$ cat src/rtl/vga_scanout.sv
// rtl/vga_scanout.sv - 640x480@60 VGA timing generator and registered pixel scanout
// Optional VGA_CLK_DIV_EN: clk is 2x the pixel rate and an internal toggle supplies pix_en.
module vga_scanout (
    input  logic        clk,
    input  logic        rst_n,
    output logic [9:0]  x,
    output logic [9:0]  y,
    input  logic [23:0] in_color,
    output logic [7:0]  vga_r,
    output logic [7:0]  vga_g,
    output logic [7:0]  vga_b,
    output logic        vga_hs,
    output logic        vga_vs,
    output logic        vga_blank_n,
    output logic        frame_tick
);

    localparam logic [9:0] H_ACTIVE     = 10'd640;
    localparam logic [9:0] H_SYNC_START = 10'd656;
    localparam logic [9:0] H_SYNC_END   = 10'd751;
    localparam logic [9:0] H_LAST       = 10'd799;
    localparam logic [9:0] V_ACTIVE     = 10'd480;
    localparam logic [9:0] V_SYNC_START = 10'd490;
    localparam logic [9:0] V_SYNC_END   = 10'd491;
    localparam logic [9:0] V_LAST       = 10'd524;

    logic       pix_en;
    logic [9:0] h_cnt;
    logic [9:0] v_cnt;
    logic [9:0] h_nxt;
    logic [9:0] v_nxt;
    logic       h_last;
    logic       v_last;
    logic       active;
    logic       hs_zone;
    logic       vs_zone;

`ifdef VGA_CLK_DIV_EN
    logic div_tgl;

    // Toggle starts at 0, so the first pixel cycle lands on the 2nd clk after release.
    always_ff @(posedge clk or negedge rst_n) begin
        if (!rst_n) begin
            div_tgl <= 1'b0;
        end else begin
            div_tgl <= ~div_tgl;
        end
    end

    assign pix_en = div_tgl;
`else
    assign pix_en = 1'b1;
`endif

    assign x = h_cnt;
    assign y = v_cnt;

    assign h_last  = (h_cnt == H_LAST);
    assign v_last  = (v_cnt == V_LAST);
    assign active  = (h_cnt < H_ACTIVE) && (v_cnt < V_ACTIVE);
    assign hs_zone = (h_cnt >= H_SYNC_START) && (h_cnt <= H_SYNC_END);
    assign vs_zone = (v_cnt >= V_SYNC_START) && (v_cnt <= V_SYNC_END);

    always_comb begin
        h_nxt = h_last ? 10'd0 : h_cnt + 10'd1;
        v_nxt = v_cnt;
        if (h_last) begin
            v_nxt = v_last ? 10'd0 : v_cnt + 10'd1;
        end
    end

    always_ff @(posedge clk or negedge rst_n) begin
        if (!rst_n) begin
            h_cnt <= 10'd0;
            v_cnt <= 10'd0;
        end else if (pix_en) begin
            h_cnt <= h_nxt;
            v_cnt <= v_nxt;
        end
    end

    // Outputs describe the position sampled on the previous pixel cycle.
    always_ff @(posedge clk or negedge rst_n) begin
        if (!rst_n) begin
            vga_r       <= 8'd0;
            vga_g       <= 8'd0;
            vga_b       <= 8'd0;
            vga_hs      <= 1'b1;
            vga_vs      <= 1'b1;
            vga_blank_n <= 1'b0;
        end else if (pix_en) begin
            vga_r       <= active ? in_color[23:16] : 8'd0;
            vga_g       <= active ? in_color[15:8]  : 8'd0;
            vga_b       <= active ? in_color[7:0]   : 8'd0;
            vga_hs      <= ~hs_zone;
            vga_vs      <= ~vs_zone;
            vga_blank_n <= active;
        end
    end

    // Evaluated every clk so the pulse is one clk wide even when pix_en is divided.
    always_ff @(posedge clk or negedge rst_n) begin
        if (!rst_n) begin
            frame_tick <= 1'b0;
        end else begin
            frame_tick <= pix_en && h_last && (v_cnt == V_ACTIVE - 10'd1);
        end
    end

endmodule
$ cat config.mk
export PLATFORM = sky130hd
export DESIGN_NAME = vga_scanout
export DESIGN_NICKNAME = d
export VERILOG_FILES = /design/src/rtl/vga_scanout.sv
export SDC_FILE = /design/constraint.sdc
export NUM_CORES = 1
export LEC_CHECK = 0
export BUFFER_PORTS_ARGS = -buffer_cell sky130_fd_sc_hd__buf_2
export CORE_MARGIN = 1.5
export CORE_UTILIZATION = 54
export CTS_BUF_LIST = sky130_fd_sc_hd__clkbuf_8
export DETAILED_ROUTE_END_ITERATION = 6
export GPL_TIMING_DRIVEN = 0
export PLACE_DENSITY = 0.95
export REMOVE_ABC_BUFFERS = 1
export SLEW_MARGIN = 25
export SYNTH_ARGS = -nofsm -noshare
export SYNTH_HDL_FRONTEND = slang
export SYNTH_SLANG_ARGS = --single-unit
$ cat constraint.sdc
create_clock -name clk -period 3 [get_ports clk]
set_input_delay 0.3 -clock clk [delete_from_list [all_inputs] [get_ports clk]]
set_output_delay 0.3 -clock clk [all_outputs]
set_load 0.1 [all_outputs]
=== Word level (Yosys, flattened, before mapping) ===
Index checks and enable logic that the tools add are counted.

* Eq/ne operators: 3
* Reductions and logical operators: 4
* Add/subtract/negate cells: 2
* Magnitude comparators: 6
* Multiplexer cells: 5
* Bitwise logic cells: 2

{| class="wikitable"
|+ Operators by type and width
! kind !! count
|-
| 8-bit 2-to-1 mux || 3
|-
| 10-bit by 1-bit adder with 10-bit output (second input constant) || 2
|-
| 10-bit equality test (second input constant) || 2
|-
| 10-bit 2-to-1 mux || 2
|-
| 10-bit by 9-bit equality test with 1-bit output (second input constant) || 1
|-
| 10-bit greater-or-equal comparator (second input constant) || 1
|-
| 10-bit by 9-bit greater-or-equal comparator with 1-bit output (second input constant) || 1
|-
| 10-bit less-or-equal comparator (second input constant) || 1
|-
| 10-bit by 9-bit less-or-equal comparator with 1-bit output (second input constant) || 1
|-
| 10-bit less-than comparator (second input constant) || 1
|-
| 10-bit by 9-bit less-than comparator with 1-bit output (second input constant) || 1
|-
| 1-bit logical AND || 4
|-
| 1-bit inverter || 2
|}

* Bits in registers: 48
* Bits of input ports: 26
* Logic and storage cells: 31
* Output and inout bits: 48

=== Longest topological paths before layout ===
Gate-level depths: netlist of the first run.

* Depth after elaboration: 3
* Mapped depth: 8

=== Least setup slack after synthesis of the first run ===
No wires, ideal clock.

* Kind: reg-to-reg
* From: register h_cnt[0] (netlist: x[0])
* To: register v_cnt[4] (netlist: y[4])
* Arrival time: 2248 ps
* Data required time: 2874 ps
* Slack: 626 ps
* Period minus slack after synthesis: 2374 ps
* Cell stages (with the launch flop): 8
* Buffers on the path: 2
* Cells stage by stage: dfrtp_1 ha_1 and3_1 buf_4 and3_1 buf_6 nand4_2 mux2_4

* Cells in the longest elaborated chain, start to end: 1

{| class="wikitable"
|+ Ends and longest elaborated chain
! element !! line !! source
|-
| from (decl) || 28 || <nowiki>logic [9:0] h_cnt;</nowiki>
|-
| from (signal assigned) || 77 || <nowiki>h_cnt <= h_nxt;</nowiki>
|-
| 10-bit equality test || 58 || <nowiki>assign h_last = (h_cnt == H_LAST);</nowiki>
|-
| to (signal assigned) || 78 || <nowiki>v_cnt <= v_nxt;</nowiki>
|-
| to (decl) || 29 || <nowiki>logic [9:0] v_cnt;</nowiki>
|}

No other way between the ends.
A chain may end at the register's enable or synchronous reset.

=== Final worst setup path of the first run ===
* From: register h_cnt[1] (netlist: x[1])
* To: register v_cnt[4] (netlist: y[4])

The elaborated chain is that of the path after synthesis.

==> results.md, run 1 <==
* Die Area at 3960 um2
* Vias/cell at 5.08
* Core Box Area at around 3400 um2
* First-iteration detailed-routing DRC count at 125
* Clk buf depth at 2
* Placed cell areas at around 2300 um2
* Rel. slew slack at 56.6%
* CP arrival at 2.27 ns
* Leading cell type in the layout, fill and taps excluded: buf_2
* Fin crit period at about 2.1 ns
* Area growth from synthesis to layout at 25.2%
* Combinational share of power at 14.5%
* PostCTS Resize Cnt at 0
* CTS sink cnt at between 40 and 50
* Sequential fraction of design power at 53.7%
* Internal at 0.898 mW
* CP max stage cell: and3_1
* CP Launch Type: register
* Num rows at 21
* Die W at about 63 um
* Syn avg cell area at ~12 um2
* Failing checks: hold timing
* CP bufs+invs at 0
* Layout cells sized above 1 at 36.5%
* Detail Placement HPWL at roughly 2600 um
* CTS Buf Count at 5
* Setup Viol. Count Final at 0
* Kind of critical path: register to register
* Slowest cell delay on critical path at 0.56 ns
* Gr usage total at 20.6%
* Clk pwr share at about a third
* Count of cell types in the netlist at 36
* Async SR Flop Fraction at 100%
* Most frequent cells in the layout: buf_2 (72), dfrtp_1 (46), and2_1 (25)
* Crit path required time at 3.18 ns
* Routability cong. at 0.800
* FF-to-FF path depth at 5
* Cells along the critical path: ha_1, and3_1, and3_1, nand4_2, mux2_4
* P_leak at 1.24 nW
* Drt total wl at 3630 um
* Hold Buf Count CTS at 0
* Synth Cell Area at between 1500 and 2000 um2
* Final setup skew at 0.00743 ns
* Port bufs at 73
* Fmax at about 480 MHz
* R2R Path End: y[4]
* Starting Density at 57.2%
* Die Y-Extent at approximately 63 um
* Drt first pass iters at 4
* Io pins at 74
* Outcome: finished, violations left
* Nets at 263
* Yosys Warn Count at 0
* Final instance area at 2430 um2
* Root buf cell: clkbuf_8
* Remaining DRCs at 0
* Hold Crit Class: input port to async pin
* Register area at ~1200 um2
* Primary FF master, synth: dfrtp_1
* Antenna violations before repair at 0
* Synth Register Bits at 48
* RSZ-0062 raised after global routing: no
* Max Slew Vio Count at 0
* Gate family responsible for the most delay along the worst path: simple AND/OR/NAND/NOR gates
* Avg WL per Cell at 13.0 um
* # fillers at 236
* Sw Ratio at 27.6%
* Slew @ Worst Pin at 0.649 ns
* Post-synth EDFFs at 0
* Tcrit/Tclk final at 69.7%
* Clk pin slew, worst setup/hold paths at roughly 0.080 ns
* Vias in the first global route at ~1400
* Via count at 1416
* TritonCTS clock tree: built
* Reg2reg start: x[1]
* Ant. Diodes at 0
* Total power density per cell area at 511 nW/um2
* GRT overflow at 0
* Area of the multi-input gates at about 680 um2
* Placed insts at 272
* Max-cap viol count at 0
* Fin cells at between 200 and 300
* Largest net degree at the start of global routing at 49
* Crit-path most repeated cell: and3_1
* Final ANT Viol Nets at 0
* First-pass GRT wire length at 6280 um
* Switching power at 0.343 mW
* Post-CTS setup buffer count at 0
* Flop-to-flop setup slack at 0.91 ns
* WHS at -0.000963 ns
* Mapped Cells at about 160
* CP endpoint kind: register
* H-tree depth at 2
* Worst-path fanout max at 15
* Fin. Hold Viols at 7
* Setup_tns at 0 ns
* Clock Latency Late Sink at between 0.2 and 0.3 ns
* Register area share after synthesis at between 60 and 70%
* Max VDD drop at 368 uV
state kept, by name, indices dropped and copies added, names as in the netlist:
register and count:
vga_r 8, vga_g 8, vga_blank_n 1, x 10, y 10, vga_vs 1, vga_b 8, vga_hs 1
frame_tick 1
cells by family (layout without fill, tap and decap cells):
| family | count (synthesis) | count (layout) | synth area share (%) |
|---|---|---|---|
| flip-flops | 48 | 48 | 62.1 |
| multiplexers | 3 | 3 | 1.81 |
| AND/OR/NAND/NOR | 72 | 72 | 22.1 |
| buffers and inverters | 11 | 86 | 3.16 |
| XOR/XNOR | 11 | 11 | 4.97 |
| AO/OA/AOI/OAI | 9 | 9 | 3.23 |
| adder cells (fa/ha/maj) | 4 | 4 | 2.58 |
worst register-to-register path, delay by kind of cell (launching register included):
family / cells / cell delay [ns]
and+or+nand+nor: 3 / 1.01
DFF: 1 / 0.44
adders and majority gates: 1 / 0.22
muxes: 1 / 0.31
stage by stage:
stage | hold slack, ns | power (mW) | utilization (%) | worst slack, ns
6_report | -0.000963 | 1.24 | 71.6 | 0.910
3_5_place_dp | 0.508 | 0.861 | 68.5 | 0.949
3_3_place_gp | 0.506 | 0.859 | 68.5 | 0.991
4_1_cts | 0.196 | 1.26 | 71.4 | 0.934
5_1_grt | 0.0360 | 1.30 | 71.6 | 0.809
2_1_floorplan | 0.00441 | 0.814 | - | 0.474
worst max-delay path by stage:
stage                     start    to  slack (ns)  cells after the start
after floorplan            x[0]  y[4]        0.47                      5
after detailed placement   x[1]  y[4]        0.95                      5
final                      x[1]  y[4]        0.91                      5
after global placement     x[0]  y[4]        0.99                      5
after global routing       x[1]  y[4]        0.81                      5
after CTS                  x[0]  y[4]        0.93                      5
cells in the mapped netlist (all sizes together) (2+ instances only):
master | count | area [um2]
a31oi | 2 | 12.5
and4 | 2 | 17.5
dfrtp | 46 | 1150
ha | 4 | 50.1
and3 | 6 | 37.5
mux2i | 2 | 20.0
and2 | 25 | 156
inv | 6 | 22.5
xor2 | 4 | 35.0
xnor2 | 7 | 61.3
nor2 | 7 | 26.3
o21a | 2 | 15.0
nand2 | 7 | 26.3
dfstp | 2 | 52.6
nand3 | 7 | 35.0
nand4 | 6 | 43.8
buf | 4 | 35.0
nor3 | 5 | 30.0
power by group through the flow:
stage          clock, mW  sequential, mW  combinational [mW]
2_1_floorplan          0           0.803              0.0103
3_3_place_gp           0           0.679               0.180
3_5_place_dp           0           0.679               0.182
4_1_cts            0.408           0.667               0.182
5_1_grt            0.439           0.668               0.189
6_report           0.394           0.667               0.180
per-layer routing:
| layer | vias to the layer above | track usage, % | wire length, um |
|---|---|---|---|
| met5 | - | 0 | 0 |
| met4 | 0 | 11.4 | 69 |
| met3 | 6 | 8.65 | 290 |
| met2 | 58 | 31.8 | 1750 |
| met1 | 674 | 24.1 | 1520 |
| li1 | 678 | - | - |
cell type report:
type                    instances  area share (%)
clock buffers                   7            3.97
inverters                       6           0.928
multi-input cells              99            28.0
flip-flops and latches         48            49.6
well taps                      46            2.37
repair buffers                 73            15.2
Power figures use the tool's default switching activity.
==> run 2, diff against run 1 <==
- CORE_UTILIZATION: 54 -> 50
- PLACE_DENSITY: 0.95 -> 0.89
- clock period: 3 -> 2.2 ns (I/O delays scaled with it)
==> run 2 against run 1 <==
Against the previous run: wire length rose by 1.2%; largest power group unchanged; global-route usage down 1.4 points; the flow now finishes without violations; first-iteration DRC count down 1.6%; count of clock-buffer cells in the layout decreased by 2; final cell count grew 1.4%; combinational power rose by 37%; clock skew shrank 0.0013 ns; sequential share of layout area shrank 0.66 points; non-clock buffer count rose by 1.
==> results.md, run 2 (synthesis results as in run 1) <==
* Outcome: complete, no violations
* RSZ-0062 raised after global routing: no
* Rel. slew slack at between 50 and 60%
* TritonCTS clock tree: built
* Gr usage total at 19.2%
* Fin crit period at 1.91 ns
* First-iteration detailed-routing DRC count at approximately 120
* WHS at 0.117 ns
* First-pass GRT wire length at ~6100 um
* Nets at around 260
* Remaining DRCs at 0
* Fmax at 523 MHz
* Detail Placement HPWL at 2640 um
* Num rows at 22
* Root buf cell: clkbuf_8
* Final instance area at between 2000 and 2500 um2
* Worst-path fanout max at 15
* Die Y-Extent at 65.3 um
* Clk pin slew, worst setup/hold paths at 0.09 ns
* Post-CTS setup buffer count at 0
* Clock Latency Late Sink at 0.30 ns
* Ant. Diodes at 0
* Most frequent cells in the layout: buf_2 (72), dfrtp_1 (46), and2_1 (25)
* Io pins at 74
* R2R Path End: y[4]
* Hold EP: vga_b[5]
* Drt first pass iters at 4
* CTS sink cnt at 48
* Final setup skew at 0.00610 ns
* Vias/cell at between 4 and 5
* Largest net degree at the start of global routing at 49
* Max VDD drop at 517 uV
* Routability cong. at between 0.7 and 0.8
* Leading cell type in the layout, fill and taps excluded: buf_2
* CTS Buf Count at 5
* Total power density per cell area at 727 nW/um2
* Avg WL per Cell at about 13 um
* P_leak at 1.25 nW
* # fillers at around 310
* Dpl ws at 0.155 ns
* Via count at 1405
* Layout cells sized above 1 at between 30 and 40%
* Vias in the first global route at between 1000 and 1500
* Antenna violations before repair at 0
* Drt total wl at 3670 um
* Reg2reg start: x[0]
* Area growth from synthesis to layout at 26.9%
* Port bufs at 73
* Die W at 65.3 um
* Worst Min Path Start: in_color[5]
* Placed cell areas at 2320 um2
* Tcrit/Tclk final at 86.9%
* CP Launch Type: register
* Crit path required time at 2.39 ns
* Setup Viol. Count Final at 0
* Flop-to-flop setup slack at 0.29 ns
* CP arrival at between 2 and 2.5 ns
* Clk buf depth at 2
* FF-to-FF path depth at 5
* Starting Density at roughly 53%
* Max Slew Vio Count at 0
* Hold Crit Class: input port to register
* Slew @ Worst Pin at 0.700 ns
* GRT overflow at 0
* Core Box Area at between 3000 and 4000 um2
* Max-cap viol count at 0
* Final ANT Viol Nets at 0
* Kind of critical path: register to register
* Fin. Hold Viols at 0
* Final Util at 66.7%
* Post-route setup slack at 0.287 ns
* CP endpoint kind: register
* Min-Delay Path Depth at 2
* H-tree depth at 2
* Die Area at 4260 um2
## run 2: cell types whose count changed in the layout (fill, tap and decap cells not counted), sizes merged
cell / change
dlygate4sd3: +1
inv: +1
bufinv: +1
clkbuf: -2
clkinvlp: +1
## run 2: worst max-delay path by stage
stage | startpoint | to | slack (ns)
after global placement | x[0] | frame_tick | 0.19
final | x[0] | y[4] | 0.29
after CTS | x[0] | y[4] | 0.13
after detailed placement | x[0] | y[4] | 0.16
after global routing | x[0] | y[4] | 0.19
after floorplan | x[0] | y[4] | -0.33
## run 2: layout make-up
cell class                 instances  area (um2)  share of cell area [%]
sequential                        48        1200                    48.9
multi-input combinational         99         681                    27.7
timing repair buffer              74         378                    15.4
clock buffer                       5        68.8                    2.80
tap                               48        60.1                    2.44
clock inverter                     3        46.3                    1.88
inverter                           6        22.5                   0.916
## run 2: metrics by stage
step / TNS (ns) / instances / power, mW
3_5_place_dp: 0 / 274 / 1.17
3_3_place_gp: 0 / 274 / 1.17
6_report: 0 / 283 / 1.79
4_1_cts: 0 / 282 / 1.81
2_1_floorplan: -1.66 / 153 / 1.11
5_1_grt: 0 / 283 / 1.86
## run 2: repair_timing
| action | CTS | global route |
|---|---|---|
| endpoints found under the setup margin | 0 | 2 |
| resized for setup | 0 | 1 |
| endpoints found under the hold margin | 0 | 46 |
| hold buffers | 0 | 1 |
## run 2: layer usage
layer	routed length [um]	global-route usage, %	share of wire [%]
met5	0	0	0
met2	1810	31.1	49
met3	305	8.73	8.3
met1	1490	22.6	41
met4	62	6.77	1.7
## run 2: critical path, cell delays in order (launching register included)
cell     delay (ns)
dfrtp_1        0.46
ha_1           0.21
and3_1         0.26
and3_2         0.41
nand4_2        0.15
mux2_4         0.31
## run 2: power breakdown
group / internal (mW) / leakage, nW / switching [mW]
sequential: 0.903 / 0.588 / 0.00482
combinational: 0.0422 / 0.605 / 0.204
clock: 0.342 / 0.0548 / 0.292
